[config.mk]
export PLATFORM = sky130hd
export DESIGN_NAME = rx_ddr_word_packer_flat
export DESIGN_NICKNAME = d
export VERILOG_FILES = /design/src/rtl/rx_ddr_word_packer_if.sv /design/src/rtl/rx_ddr_word_packer.sv /design/src/flat_wrapper.sv
export SDC_FILE = /design/constraint.sdc
export NUM_CORES = 2
export LEC_CHECK = 0
export BUFFER_PORTS_ARGS = -buffer_cell sky130_fd_sc_hd__buf_2
export CORE_MARGIN = 2
export CORE_UTILIZATION = 50
export DETAILED_ROUTE_END_ITERATION = 16
export PLACE_DENSITY = 0.7
export SLEW_MARGIN = 20
export SYNTH_ARGS = -nofsm -noshare
export SYNTH_HDL_FRONTEND = slang
export SYNTH_SLANG_ARGS = --single-unit
[constraint.sdc]
create_clock -name clk125MHz -period 6.9 [get_ports clk125MHz]
set_input_delay 1.38 -clock clk125MHz [delete_from_list [all_inputs] [get_ports clk125MHz]]
set_output_delay 1.38 -clock clk125MHz [all_outputs]
set_load 0.01 [all_outputs]
[src/rtl/rx_ddr_word_packer_if.sv]
`default_nettype none
//==============================================================================
// Module   : rx_ddr_word_packer_if
// Purpose  : DDR3 controller user-port write request bundle (strobe/addr/data/busy).
// Revision : 1.0 - initial release
//==============================================================================
interface rx_ddr_word_packer_if;
   logic         wr_en;
   logic [24:0]  wr_addr;
   logic [255:0] wr_data;
   logic         wr_busy;

   modport master (
      output wr_en,
      output wr_addr,
      output wr_data,
      input  wr_busy
   );

   modport slave (
      input  wr_en,
      input  wr_addr,
      input  wr_data,
      output wr_busy
   );
endinterface
`default_nettype wire

[src/rtl/rx_ddr_word_packer.sv]
`default_nettype none
//==============================================================================
// Module   : rx_ddr_word_packer
// Purpose  : Packs payload bytes into 256-bit words, buffers them in a small FIFO
//            and issues linear-address write requests to the DDR3 user port.
// Revision : 1.0 - initial release
//==============================================================================
module rx_ddr_word_packer #(
   parameter int          FIFO_DEPTH = 4,
   parameter logic [24:0] ADDR_MAX   = 25'h1FFFFF
) (
   input  logic                        clk125MHz,
   input  logic                        RST,
   input  logic                        en_in,
   input  logic [7:0]                  data_in,
   rx_ddr_word_packer_if.master        ddr,
   output logic [31:0]                 frame_count,
   output logic [31:0]                 word_count,
   output logic [31:0]                 drop_count,
   output logic                        overflow
);

   localparam int              c_PW   = (FIFO_DEPTH > 1) ? $clog2(FIFO_DEPTH) : 1;
   localparam int              c_CW   = c_PW + 1;
   localparam logic [c_CW-1:0] c_FULL = c_CW'(FIFO_DEPTH);

   typedef enum logic [1:0] {
      S_IDLE  = 2'd0,
      S_FILL  = 2'd1,
      S_FLUSH = 2'd2
   } state_t;

   state_t         r_state;
   state_t         w_state_nxt;
   logic [4:0]     r_idx;
   logic [4:0]     w_idx_nxt;
   logic           w_store;
   logic           w_word_done;
   logic           w_flush_cap;
   logic           w_frame_done;

   logic [255:0]   r_shift;
   logic [255:0]   r_pend_word;
   logic           r_pend;

   logic [255:0]   r_mem [FIFO_DEPTH];
   logic [c_PW-1:0] r_wptr;
   logic [c_PW-1:0] r_rptr;
   logic [c_CW-1:0] r_cnt;
   logic           w_full;
   logic           w_pop;
   logic           w_push_ok;
   logic           w_drop;
   logic           w_issue;

   logic           r_wr_en;
   logic [24:0]    r_wr_addr;
   logic [255:0]   r_wr_data;
   logic [24:0]    r_next_addr;
   logic [31:0]    r_frame_cnt;
   logic [31:0]    r_word_cnt;
   logic [31:0]    r_drop_cnt;
   logic           r_overflow;

   //--------------------------------------------------------------------------
   // Packing FSM
   //--------------------------------------------------------------------------
   always_ff @(posedge clk125MHz) begin
      if (RST) begin
         r_state <= S_IDLE;
         r_idx   <= 5'd0;
      end else begin
         r_state <= w_state_nxt;
         r_idx   <= w_idx_nxt;
      end
   end

   always_comb begin
      w_state_nxt  = r_state;
      w_idx_nxt    = r_idx;
      w_store      = 1'b0;
      w_word_done  = 1'b0;
      w_flush_cap  = 1'b0;
      w_frame_done = 1'b0;
      case (r_state)
         S_IDLE: begin
            if (en_in) begin
               w_store     = 1'b1;
               w_idx_nxt   = 5'd1;
               w_state_nxt = S_FILL;
            end
         end
         S_FILL: begin
            if (en_in) begin
               w_store = 1'b1;
               if (r_idx == 5'd31) begin
                  w_word_done = 1'b1;
                  w_idx_nxt   = 5'd0;
               end else begin
                  w_idx_nxt = r_idx + 5'd1;
               end
            end else if (r_idx != 5'd0) begin
               w_flush_cap = 1'b1;
               w_idx_nxt   = 5'd0;
               w_state_nxt = S_FLUSH;
            end else begin
               w_frame_done = 1'b1;
               w_state_nxt  = S_IDLE;
            end
         end
         S_FLUSH: begin
            // A byte arriving here opens the next frame; it never joins the flushed word.
            w_frame_done = 1'b1;
            if (en_in) begin
               w_store     = 1'b1;
               w_idx_nxt   = 5'd1;
               w_state_nxt = S_FILL;
            end else begin
               w_state_nxt = S_IDLE;
            end
         end
         default: begin
            w_state_nxt = S_IDLE;
            w_idx_nxt   = 5'd0;
         end
      endcase
   end

   //--------------------------------------------------------------------------
   // Word assembly: completed/partial words are staged one cycle before the FIFO
   //--------------------------------------------------------------------------
   always_ff @(posedge clk125MHz) begin
      if (RST) begin
         r_shift     <= '0;
         r_pend_word <= '0;
         r_pend      <= 1'b0;
      end else begin
         r_pend <= w_word_done | w_flush_cap;
         if (w_flush_cap) begin
            r_pend_word <= r_shift;
            r_shift     <= '0;
         end else if (w_store) begin
            if (w_word_done) begin
               r_pend_word <= {data_in, r_shift[247:0]};
               r_shift     <= '0;
            end else begin
               r_shift[{r_idx, 3'b000} +: 8] <= data_in;
            end
         end
      end
   end

   //--------------------------------------------------------------------------
   // Word FIFO; a pop in the same cycle frees the slot for a push into a full FIFO
   //--------------------------------------------------------------------------
   assign w_pop     = r_wr_en;
   assign w_full    = (r_cnt == c_FULL);
   assign w_push_ok = r_pend && (!w_full || w_pop);
   assign w_drop    = r_pend && w_full && !w_pop;
   assign w_issue   = (r_cnt != '0) && !ddr.wr_busy && !r_wr_en;

   always_ff @(posedge clk125MHz) begin
      if (w_push_ok) begin
         r_mem[r_wptr] <= r_pend_word;
      end
   end

   always_ff @(posedge clk125MHz) begin
      if (RST) begin
         r_wptr <= '0;
         r_rptr <= '0;
         r_cnt  <= '0;
      end else begin
         if (w_push_ok) begin
            r_wptr <= r_wptr + c_PW'(1);
         end
         if (w_pop) begin
            r_rptr <= r_rptr + c_PW'(1);
         end
         case ({w_push_ok, w_pop})
            2'b10:   r_cnt <= r_cnt + c_CW'(1);
            2'b01:   r_cnt <= r_cnt - c_CW'(1);
            default: r_cnt <= r_cnt;
         endcase
      end
   end

   //--------------------------------------------------------------------------
   // Write request port and statistics
   //--------------------------------------------------------------------------
   always_ff @(posedge clk125MHz) begin
      if (RST) begin
         r_wr_en     <= 1'b0;
         r_wr_addr   <= '0;
         r_wr_data   <= '0;
         r_next_addr <= '0;
         r_frame_cnt <= '0;
         r_word_cnt  <= '0;
         r_drop_cnt  <= '0;
         r_overflow  <= 1'b0;
      end else begin
         r_wr_en <= w_issue;
         if (w_issue) begin
            r_wr_addr   <= r_next_addr;
            r_wr_data   <= r_mem[r_rptr];
            r_next_addr <= (r_next_addr == ADDR_MAX) ? 25'd0 : r_next_addr + 25'd1;
         end
         if (w_frame_done) begin
            r_frame_cnt <= r_frame_cnt + 32'd1;
         end
         if (r_wr_en) begin
            r_word_cnt <= r_word_cnt + 32'd1;
         end
         if (w_drop) begin
            r_drop_cnt <= r_drop_cnt + 32'd1;
            r_overflow <= 1'b1;
         end
      end
   end

   assign ddr.wr_en    = r_wr_en;
   assign ddr.wr_addr  = r_wr_addr;
   assign ddr.wr_data  = r_wr_data;
   assign frame_count  = r_frame_cnt;
   assign word_count   = r_word_cnt;
   assign drop_count   = r_drop_cnt;
   assign overflow     = r_overflow;

endmodule
`default_nettype wire

[src/flat_wrapper.sv]
// flat-port wrapper written by rule: the top's interface ports become plain ports
module rx_ddr_word_packer_flat 
#(
   parameter int          FIFO_DEPTH = 4,
   parameter logic [24:0] ADDR_MAX   = 25'h1FFFFF
)
  (clk125MHz, RST, en_in, data_in, frame_count, word_count, drop_count, overflow, ddr_wr_en, ddr_wr_addr, ddr_wr_data, ddr_wr_busy);
  rx_ddr_word_packer_if ddr_i ();
  input  logic clk125MHz;
  input  logic RST;
  input  logic en_in;
  input  logic [7:0] data_in;
  output logic [31:0] frame_count;
  output logic [31:0] word_count;
  output logic [31:0] drop_count;
  output logic overflow;
  output wire logic [$bits(ddr_i.wr_en)-1:0] ddr_wr_en;
  output wire logic [$bits(ddr_i.wr_addr)-1:0] ddr_wr_addr;
  output wire logic [$bits(ddr_i.wr_data)-1:0] ddr_wr_data;
  input wire logic [$bits(ddr_i.wr_busy)-1:0] ddr_wr_busy;
  assign ddr_wr_en = ddr_i.wr_en;
  assign ddr_wr_addr = ddr_i.wr_addr;
  assign ddr_wr_data = ddr_i.wr_data;
  assign ddr_i.wr_busy = ddr_wr_busy;
  rx_ddr_word_packer #(.FIFO_DEPTH(FIFO_DEPTH), .ADDR_MAX(ADDR_MAX)) u_core (.clk125MHz(clk125MHz), .RST(RST), .en_in(en_in), .data_in(data_in), .ddr(ddr_i), .frame_count(frame_count), .word_count(word_count), .drop_count(drop_count), .overflow(overflow));
endmodule
==> results.tsv <==
stage	metric	value	unit
yosys	Avg Cell Area, Syn	13.1	sq um
yosys	ranking of synthesized cells by area	edfxtp_1 (44%), dfxtp_1 (27%), mux4_2 (8.2%)	
finish	area delta synth->final	14.1	%
die	area of the core	140000	sq um
yosys	Post-Syn Area	70300	sq um
setup_path	Crit. Startpoint	u_core.r_idx[0]	
die	IO Pins	391	
timing	Max Slew Vio Count	0	
run_status	outcome	completed	
min_path	Hold Crit Class	reg2reg	
placed_design	Final HPWL DP	103000	microns
yosys	main flop type after synthesis	edfxtp_1	
detailed_routing	Vias/cell	5.67	
clock_network	H-tree Lvls	4	
timing	Final Setup Violations	0	
clock_network	clk buf depth	3	
yosys	Async SR Flop Fraction	0	%
detailed_routing	first-pass iteration count of the detailed router	6	
global_routing	total gr overflow	0	
yosys	Post-synth EDFFs	1024	
finish	layout filler cell count	11100	
die	Rows	137	
clock_network	Clk Latency, worst-skew pair	0.84	ns
setup_path	Slowest cell on crit path	buf_4	
placed_design	Placed Instances	7316	
yosys	Synthesis Warnings	0	
setup_path	CP max stage delay	0.90	ns
timing	Hold Vio Cnt, Final	0	
timing	Slew headroom	27.3	%
global_routing	vias in the first global route	41700	
detailed_routing	DRT antenna net count	0	
finish	layout cells sized above 1	17.5	%
timing	f_max	234	MHz
yosys	Post-Synthesis Cells	5349	
die	die height	379	microns
job	max cap viols	0	
detailed_routing	number of DRC markers in iteration 0	3612	
yosys	Net Count, Synth	5383	
yosys	share of the synthesized area in the top cell type	43.8	%
power	Lkg Pwr	27.4	nW
setup_path	CP cell instances	inv_1 -> ha_1 -> nand2b_1 -> nor2_1 -> ha_1 -> or3b_2 -> and2_4 -> buf_4 -> buf_4 -> nand2_1 -> a21oi_1	
die	die footprint	144000	sq um
min_path	Hold Crit Start	u_core.ddr.wr_data[26]	
finish	layout net count	5665	
timing	minimum clock period	4.27	ns
setup_path	worst-path maximum fanout	97	
detailed_routing	DR WL/cell	22.2	microns
yosys	post-synth top area cell	edfxtp_1	
clock_network	clk sink count	1955	
clock_network	post-CTS setup buffers	0	
global_routing	first-pass GRT wire length	256000	microns
setup_path	startpoint types	register	
placed_design	GP Congestion	0.839	
power	PD cells	288	nW/um^2
power	maximum VDD drop	207	uV
global_routing	initial antenna violation count	3	
die	starting density of the core	50.4	%
timing	setup repair after global routing missed its margin	no	
yosys	library cells used by synthesis	60	
detailed_routing	Post-Route WL	170000	microns
timing	worst-margin pin slew	1.09	ns
setup_path	RR Startpoint	u_core.r_idx[0]	
timing	final period utilization	61.9	%
clock_network	CTS Buf Count	189	
finish	final cell count without fillers	7676	
clock_network	CTS tree	built	
clock_network	clock-pin slew on the worst setup and hold paths	0.06	ns
timing	setup tns final	0	ns
global_routing	largest net degree at the start of global routing	176	
clock_network	Post-CTS Hold Fix Bufs	0	
global_routing	GRT Total Usage	23.5	%
setup_path	critical setup path kind	reg2reg	
die	Die W	379	microns
timing	Max Clock Skew	0.0342	ns
setup_path	Worst Path Arrival	5.02	ns
clock_network	cts repair resizes	0	
detailed_routing	via count	43500	
setup_path	CP required	7.64	ns
setup_path	CP Capture Type	register	
yosys	register bit total from synthesis	1955	
placed_design	Port Buffers	390	
yosys	sequential share of the synthesized area	70.3	%
detailed_routing	DRC violations left	0	
clock_network	CTS root buf	clkbuf_16	
==> per-stage QoR <==
step | total power [mW] | utilization, % | area, sq um | hold WS (ns) | setup WS, ns
2_1_floorplan | 12.7 | - | 70300 | 0.432 | 2.64
3_3_place_gp | 12.9 | 52.9 | 73800 | 0.440 | 2.71
3_5_place_dp | 12.9 | 52.9 | 73800 | 0.444 | 2.53
4_1_cts | 23.3 | 57.5 | 80200 | 0.452 | 2.70
5_1_grt | 23.8 | 57.5 | 80200 | 0.464 | 2.26
6_report | 23.1 | 57.5 | 80200 | 0.449 | 2.63
==> registers in the layout, summed over array words and instances (netlist names), 5 cells and up <==
name	cells
u_core.r_idx	5
u_core.r_shift	256
u_core.ddr.wr_data	256
u_core.drop_count	32
u_core.r_mem	1024
u_core.frame_count	32
u_core.r_pend_word	256
u_core.ddr.wr_addr	25
u_core.word_count	32
u_core.r_next_addr	25
==> where the power goes <==
group          switching [mW]  internal [mW]  leakage (nW)
combinational           0.335         0.0938          6.46
sequential             0.0266           12.2          17.7
clock                    4.39           6.12          3.17
==> final timing paths <==
check / to / depth (start not counted) / slack, ns
setup reg to reg: u_core.r_pend_word[47] / 11 / 2.63
hold reg to reg: u_core.ddr.wr_data[26] / 2 / 0.45
hold / removal: u_core.ddr.wr_data[26] / 2 / 0.45
setup / recovery: u_core.r_pend_word[47] / 11 / 2.63
==> layout by cell type (no fill, tap or decap), types with 33 or more instances in the layout <==
cell type	instances
xor2_1	61
dfxtp_1	929
a21oi_1	573
nor2_1	163
mux4_2	256
buf_2	389
a32o_1	52
nor3_1	34
clkbuf_1	38
nand3_1	227
nand2_1	1172
clkbuf_16	196
a22o_1	33
xnor2_1	50
nand4_1	45
edfxtp_1	1024
o21ai_0	167
clkinv_2	37
==> cell type report <==
type	instances	area (sq um)	share of cell area, %
Inverter	30	113	0.140
Multi-Input combinational cell	3024	19500	24.3
Clock buffer	263	5430	6.77
Timing Repair Buffer	431	2430	3.03
Tap cell	1876	2350	2.93
Sequential cell	1955	49400	61.6
Antenna cell	2	5.00	0.00624
Clock inverter	95	986	1.23
==> worst max-delay path: cells and delay by family, from the launching register on <==
kind,cells,cell delay (ns)
fa+ha+maj,2,0.57
simple gates,5,1.11
flops,1,0.44
buf+inv,3,1.77
compound gates,1,0.17
==> layer usage <==
layer  global-route usage (%)  share of wire [%]  up-vias
met5                        0             0.0076        -
met4                     7.94                2.8        2
met3                     4.15                6.6      251
met2                     38.2                 49     1381
met1                     31.9                 42    22000
li1                         -                  -    19900
==> cells by family (layout without fill, tap and decap cells) <==
family	count (synthesis)	after routing	share of synthesized area [%]
DFF	1955	1955	70.3
and+or+nand+nor	1761	1761	10.6
xor gates and xnor gates	111	111	1.38
AOI/OAI and AO/OA	860	860	6.82
adders and majority gates	22	22	0.402
buffers and inverters	370	819	2.10
other	0	2	0
muxes	270	270	8.41
==> cell usage after synthesis (all sizes together), types with 11 or more instances <==
library cell / count
buf: 74
o21ai: 168
nor3: 38
or3: 16
nor4: 18
xor2: 61
nand4: 45
and3: 19
nand3: 227
a22o: 33
edfxtp: 1024
and2: 17
xnor2: 50
dfxtp: 931
mux4: 256
ha: 21
clkbuf: 266
nor2: 164
a32o: 52
a21oi: 573
nand2: 1173
inv: 30
a211oi: 11
(Power assumes the default switching activity.)
